`config.mk`:
```
export PLATFORM = sky130hd
export DESIGN_NAME = switch_input_responder
export DESIGN_NICKNAME = d
export VERILOG_FILES = /design/src/rtl/io_pkg.sv /design/src/rtl/input_debounce.sv /design/src/rtl/switch_input_responder.sv
export SDC_FILE = /design/constraint.sdc
export NUM_CORES = 1
export LEC_CHECK = 0
export ABC_AREA = 1
export CORE_ASPECT_RATIO = 1.75
export CORE_MARGIN = 4
export CORE_UTILIZATION = 24
export CTS_CLUSTER_DIAMETER = 150
export DETAILED_ROUTE_END_ITERATION = 10
export GPL_TIMING_DRIVEN = 0
export PLACE_DENSITY = 0.39
export SYNTH_ARGS = -nofsm -noshare
export SYNTH_HDL_FRONTEND = slang
export SYNTH_SLANG_ARGS = --single-unit
export TNS_END_PERCENT = 1
```
`constraint.sdc`:
```
create_clock -name clock -period 1.5 [get_ports clock]
set_input_delay 0.15 -clock clock [delete_from_list [all_inputs] [get_ports clock]]
set_output_delay 0.15 -clock clock [all_outputs]
set_load 0.02 [all_outputs]
```
`src/rtl/io_pkg.sv`:
```
// Shared definitions for the switch-input responder: FSM state encoding and default sizes.
package io_pkg;

    localparam int unsigned DefaultDataWidth      = 16;
    localparam int unsigned DefaultDebounceCycles = 4;

    typedef enum logic [2:0] {
        StIdle,
        StWaitRelease,
        StWaitPress,
        StAck,
        StDone
    } state_e;

endpackage

```
`src/rtl/input_debounce.sv`:
```
// Enter-button conditioning: 2-flop synchronizer, debounce counter, stable level and press strobe.
module input_debounce
    import io_pkg::*;
#(
    parameter int unsigned DEBOUNCE_CYCLES = DefaultDebounceCycles
) (
    input  logic clock,
    input  logic n_reset,
    input  logic raw_n,
    output logic stable,
    output logic press
);

    localparam logic [7:0] LastCount = 8'(DEBOUNCE_CYCLES - 1);

    logic       r_sync1;
    logic       r_sync2;
    logic       r_stable;
    logic       r_press;
    logic [7:0] r_cnt;
    logic       w_accept;

    // Accept on the DEBOUNCE_CYCLES-th consecutive differing sample.
    assign w_accept = (r_sync2 != r_stable) && (r_cnt == LastCount);

    always_ff @(posedge clock) begin
        if (!n_reset) begin
            r_sync1  <= 1'b1;
            r_sync2  <= 1'b1;
            r_stable <= 1'b1;
            r_press  <= 1'b0;
            r_cnt    <= 8'd0;
        end else begin
            r_sync1 <= raw_n;
            r_sync2 <= r_sync1;
            r_press <= 1'b0;
            if (r_sync2 == r_stable) begin
                r_cnt <= 8'd0;
            end else if (w_accept) begin
                r_stable <= r_sync2;
                r_cnt    <= 8'd0;
                r_press  <= ~r_sync2;
            end else begin
                r_cnt <= r_cnt + 8'd1;
            end
        end
    end

    assign stable = r_stable;
    assign press  = r_press;

endmodule

```
`src/rtl/switch_input_responder.sv`:
```
// Stalls the core on an input request until a fresh debounced Enter press, then returns the
// synchronized switch value with a one-cycle acknowledge.
module switch_input_responder
    import io_pkg::*;
#(
    parameter int unsigned DATA_WIDTH      = DefaultDataWidth,
    parameter int unsigned DEBOUNCE_CYCLES = DefaultDebounceCycles,
    parameter int unsigned COUNT_WIDTH     = 8
) (
    input  logic                   clock,
    input  logic                   n_reset,
    input  logic                   button_n,
    input  logic [DATA_WIDTH-1:0]  switches,
    input  logic                   in_req,
    output logic                   in_ack,
    output logic [DATA_WIDTH-1:0]  in_data,
    output logic                   cpu_stall,
    output logic [COUNT_WIDTH-1:0] press_count
);

    state_e                 r_state;
    logic                   r_ack;
    logic [DATA_WIDTH-1:0]  r_data;
    logic [COUNT_WIDTH-1:0] r_count;
    logic [DATA_WIDTH-1:0]  r_sw_sync1;
    logic [DATA_WIDTH-1:0]  r_sw_sync2;
    logic                   w_stable;
    logic                   w_press;

    input_debounce #(
        .DEBOUNCE_CYCLES (DEBOUNCE_CYCLES)
    ) u_input_debounce (
        .clock   (clock),
        .n_reset (n_reset),
        .raw_n   (button_n),
        .stable  (w_stable),
        .press   (w_press)
    );

    always_ff @(posedge clock) begin
        if (!n_reset) begin
            r_sw_sync1 <= '0;
            r_sw_sync2 <= '0;
        end else begin
            r_sw_sync1 <= switches;
            r_sw_sync2 <= r_sw_sync1;
        end
    end

    always_ff @(posedge clock) begin
        if (!n_reset) begin
            r_state <= StIdle;
            r_ack   <= 1'b0;
            r_data  <= '0;
            r_count <= '0;
        end else begin
            r_ack <= 1'b0;
            unique case (r_state)
                StIdle: begin
                    if (in_req) r_state <= StWaitRelease;
                end
                // A button already held when the request arrives must be released first.
                StWaitRelease: begin
                    if (!in_req)      r_state <= StIdle;
                    else if (w_stable) r_state <= StWaitPress;
                end
                // Abort has priority over a coincident press event.
                StWaitPress: begin
                    if (!in_req) begin
                        r_state <= StIdle;
                    end else if (w_press) begin
                        r_data  <= r_sw_sync2;
                        r_count <= r_count + COUNT_WIDTH'(1);
                        r_ack   <= 1'b1;
                        r_state <= StAck;
                    end
                end
                StAck: begin
                    r_state <= StDone;
                end
                StDone: begin
                    if (!in_req) r_state <= StIdle;
                end
                default: begin
                    r_state <= StIdle;
                end
            endcase
        end
    end

    assign cpu_stall   = in_req && ((r_state == StIdle) || (r_state == StWaitRelease) ||
                                    (r_state == StWaitPress));
    assign in_ack      = r_ack;
    assign in_data     = r_data;
    assign press_count = r_count;

endmodule

```
Word-level counts from Yosys, hierarchy flattened
Cells that the tools add are included.
{"block": "totals", "regBits": 72, "latch_bits": 0, "ram_bits": 0, "rom_bits": 0, "in_bits": 20, "out_inout_bits": 26, "word_cells": 47, "memories": 0}
{"block": "op_classes", "n_addsub": 2, "n_mul": 0, "div_mod_pow": 0, "magnitude_cmp": 0, "n_eq_ne": 11, "shift": 0, "mux": 8, "bitwise_logic": 4, "n_reduce_logical": 11}
{"operator": "two-way mux 3 bit", "n": 6}
{"operator": "adder 8 x 1 -> 8 bit (second input constant)", "n": 2}
{"operator": "one-hot mux 3 bit (5 select lines)", "n": 1}
{"operator": "equality test 8 x 2 -> 1 bit (second input constant)", "n": 1}
{"operator": "equality test 3 x 2 -> 1 bit (second input constant)", "n": 2}
{"operator": "inequality test 3 x 2 -> 1 bit (second input constant)", "n": 2}
{"operator": "AND reduction 3 bit", "n": 2}
{"operator": "OR reduction 3 bit", "n": 2}
{"operator": "inequality test 2 bit (second input constant)", "n": 2}
{"operator": "inverter 1 bit", "n": 4}
{"operator": "AND reduction 4 bit", "n": 1}
{"operator": "equality test 3 x 1 -> 1 bit (second input constant)", "n": 1}
{"operator": "equality test 3 bit (second input constant)", "n": 1}
{"operator": "zero test 3 bit", "n": 1}
{"operator": "logical AND 1 bit", "n": 2}
{"operator": "logical OR 1 bit", "n": 2}
{"operator": "AND reduction 2 bit", "n": 1}
{"operator": "equality test 1 bit", "n": 1}
{"operator": "two-way mux 1 bit", "n": 1}
{"operator": "inequality test 1 bit", "n": 1}

Depth between registers and ports, before layout
{"block": "logic_depth", "ltp_word": 4, "depth_mapped": 8}

Modules after synthesis
A second synthesis with hierarchy kept.
{"block": "hier_totals", "hier_cells": 341, "area_unflattened_um2": 2641.3}
{"module": "switch_input_responder", "n_inst": 1, "cells_per_inst": 264, "area_each_um2": 2077.0, "seq_area_each_um2": 1201.2}
{"module": "input_debounce", "n_inst": 1, "cells_per_inst": 77, "area_each_um2": 564.3, "seq_area_each_um2": 240.2}

Worst setup path before layout
OpenSTA, ideal clock, no wires.
{"block": "synth_timing", "path_kind": "flip-flop to flip-flop", "startpoint": "reg r_count[2] (netlist: press_count[2])", "endpoint": "reg r_count[7] (netlist: press_count[7])", "setup_time_ns": 0.134, "arrival_time_ns": 1.067, "t_required_ns": 1.366, "slack_ns": 0.299, "stages_incl_launch_ff": 8, "path_buffers": 0, "path_cell_list": "dfxtp_1 -> nand2_1 -> nor2_1 -> nand2_1 -> nand2_1 -> nand2_1 -> nand2_1 -> a21oi_1"}
{"block": "synth_via", "elab_chain_len": 1}
{"item": "start, declared", "line_no": "switch_input_responder.sv:24", "rtl": "logic [COUNT_WIDTH-1:0] r_count;"}
{"item": "start signal, assigned", "line_no": "switch_input_responder.sv:73", "rtl": "r_count <= r_count + COUNT_WIDTH'(1);"}
{"item": "adder 8 x 1 -> 8 bit", "line_no": "switch_input_responder.sv:73"}
No other way between the ends.
A chain may end at the register's enable or synchronous reset.

Worst setup path after layout
{"block": "layout_timing", "startpoint": "reg r_data[10] (netlist: in_data[10])", "endpoint": "out in_data[10]"}
{"item": "start, declared", "line_no": "switch_input_responder.sv:23", "rtl": "logic [DATA_WIDTH-1:0] r_data;"}
{"item": "start signal, assigned", "line_no": "switch_input_responder.sv:72", "rtl": "r_data <= r_sw_sync2;"}
{"item": "end, declared", "line_no": "switch_input_responder.sv:16", "rtl": "output logic [DATA_WIDTH-1:0] in_data,"}
No word-level cell between the ends.

==> flow_metrics.tcl <==
set metrics [dict create \
    crit_type "reg -> out" \
    status "completed" \
    wl_per_cell_um 10.7 \
    antenna_cells 0 \
    vias_per_cell 3.86 \
    critPathMaxStageDelay_ns 0.62 \
    syn_nets 355 \
    place.gp.congestion 0.734 \
    ant_nets 0 \
    hp-class "in -> reg" \
    r2r_slack_ns 0.18 \
    ys_async_sr_fraction 0 \
    rsz0062_at_grt "yes" \
    drtPass1Iterations 4 \
    syn_area_per_cell_um2 7.76 \
    finalNonFillerCells 519 \
    first_iter_violations 49 \
    die_h_um 145 \
    drive_gt1_frac 0.0816 \
    portBuffers 44 \
    leakage_nw 1.69 \
    ys_seq_elements 72 \
    timing.fmax_mhz 700 \
    finalNetCount 410 \
    num_rows 49 \
    die_w_um 86.4 \
    syn_inst 333 \
    insertion_delay_ns 0.32 \
    peakVddDrop_uv 573 \
    numPlacedInstances 504 \
    antenna_found_initial 0 \
    grt_pass1_vias 1927 \
    critPathRequiredTime_ns 1.35 \
    pin_count 46 \
    clk_pin_slew_worst_paths_ns 0.06 \
    track_usage 0.0951 \
    maxCapViolations 0 \
    ys_top_cells_by_count "105 x nand2_1, 72 x dfxtp_1, 52 x inv_1, 27 x a21oi_1, 27 x nor2_1" \
    worst_setup_path_end_kind "output pin" \
    synth_edf_count 0 \
    whs_ns 0.225 \
    synth_area_um2 2580 \
    grt_pass1_wl_um 9120 \
    cts_tree "yes" \
    path_max_fanout 2 \
    drv_slew 0 \
    cts_root_buf "clkbuf_16" \
    fin_worst_skew_ns 0.00548 \
    synth_top_area_frac 0.558 \
    synth_area_leaders "dfxtp_1 56%, nand2_1 15%, inv_1 7.6%" \
    crit_cells 1 \
    cts-buffers-inserted 9 \
    seq_area_frac_synth 0.558 \
    post-route-period-util 0.953 \
    clock_sinks 72 \
    yosysTopAreaCell "dfxtp_1" \
    ys_types 25 \
    crit_path_end "in_data[10]" \
    worstPathArrival_ns 1.28 \
    crit_slowest_cell "clkdlybuf4s50_1" \
    dp_hpwl_um 4140 \
    area_growth_pct 36.1 \
    synthFlopType "dfxtp_1" \
    setup_tns_ns 0 \
    powerDensity_nw_per_um2 1290 \
    setup_viol 0 \
    core_region_area_um2 10400 \
    ys_warn_count 0 \
    gr-total-overflow 0 \
    hold_violations 0 \
    reg2reg_depth 6 \
    cts_max_level 3 \
    timing.rr.end "u_input_debounce.r_cnt[5]" \
    yosysMostFrequentCell "nand2_1" \
    path_cells "clkdlybuf4s50_1" \
    r2r_start "u_input_debounce.r_cnt[0]" \
    slew_headroom 0.619 \
    period_minus_slack_ns 1.43 \
    worst_pin_slew_ns 0.572 \
    total_power_w 0.00453 \
    start_util 0.248 \
    dr_total_vias 2001 \
    startpoint "in_data[10]" \
    grt_max_degree 12 \
    wl_um 5580 \
    post-route-drc-count 0 \
    critPathTopFamily "buffers and inverters" \
    die_area_um2 12500 \
    startpoint_type "flop" \
    clk_path_buf_depth 2 \
    crit_buf_inv 1 \
]
## flip-flops by register name, indices dropped and copies added, names as in the netlist, 3 cells and up
register	flops
u_input_debounce.r_cnt	8
in_data	16
press_count	8
r_state	3
r_sw_sync1	16
r_sw_sync2	16
## timing repair
action                                 CTS  global route
setup endpoints to repair                6            14
setup buffers                            0             0
gates resized for setup                  6             8
hold buffers                             0             0
endpoints found under the hold margin    0             0
## area by class of cell
cell class / count / area [um^2]
tap: 127 / 159
sequential: 72 / 1440
buffer: 11 / 65.1
clock inverter: 3 / 65.1
inverter: 54 / 205
fill: 1156 / 6910
clock buffer: 12 / 256
multi-input combinational: 196 / 876
timing repair buffer: 44 / 447
## worst register-to-register path: cells and delay by family, from the launching register on
family | cells | cell delay [ns]
AND/OR/NAND/NOR | 5 | 0.67
flip-flops | 1 | 0.34
adder cells (fa/ha/maj) | 1 | 0.19
## logic make-up after synthesis
| kind of cell | after synthesis | synth area share |
|---|---|---|
| AO/OA/AOI/OAI | 30 | 0.0606 |
| XOR/XNOR | 3 | 0.0102 |
| adder cells (fa/ha/maj) | 2 | 0.00969 |
| buffers and inverters | 65 | 0.105 |
| flip-flops | 72 | 0.558 |
| AND/OR/NAND/NOR | 161 | 0.257 |
## placed cells by master, fill, tap and decap left out, drive strengths merged
cell,count
nand2,107
dfxtp,72
inv,54
clkdlybuf4s50,33
nor2,28
a21oi,28
clkbuf,17
nand3,16
buf,6
or2,5
dlymetal6s2s,5
dlygate4sd2,5
nor3,3
nand4,2
xor2,2
ha,2
bufinv,2
xnor2,1
o21ai,1
a211oi,1
clkinv,1
clkdlybuf4s15,1
## through the flow
stage	area (um^2)	utilization	worst slack [ns]
floorplan	2580	-	0.299
global placement	3180	0.305	-0.242
detailed placement	3180	0.305	-0.232
CTS	3500	0.335	0.00445
global route	3520	0.337	-0.00643
finish	3520	0.337	0.0709
## power by group
| group | switching, W | total (W) | internal [W] |
|---|---|---|---|
| registers | 0.0000339 | 0.00201 | 0.00198 |
| logic | 0.000139 | 0.000251 | 0.000112 |
| clock network | 0.000740 | 0.00227 | 0.00153 |
## how the worst min path moves through the flow
stage | start | end | slack, ns | cells after the start
after detailed placement | r_sw_sync1[8] | r_sw_sync2[8] | 0.40 | 2
after global placement | r_sw_sync1[7] | r_sw_sync2[7] | 0.39 | 2
after floorplan | switches[0] | r_sw_sync1[0] | 0.25 | 2
after global routing | n_reset | in_data[3] | 0.27 | 3
final | n_reset | in_data[3] | 0.23 | 3
after CTS | n_reset | in_data[3] | 0.24 | 3
## layer usage
layer | share of wire | wire, um | global-route usage | up-vias
li1 | - | - | - | 1110
met1 | 0.43 | 2370 | 0.100 | 850
met2 | 0.51 | 2860 | 0.160 | 39
met3 | 0.051 | 287 | 0.0352 | 2
met4 | 0.010 | 56 | 0.0515 | 0
met5 | 0 | 0 | 0 | -
Power figures use the tool's default switching activity.
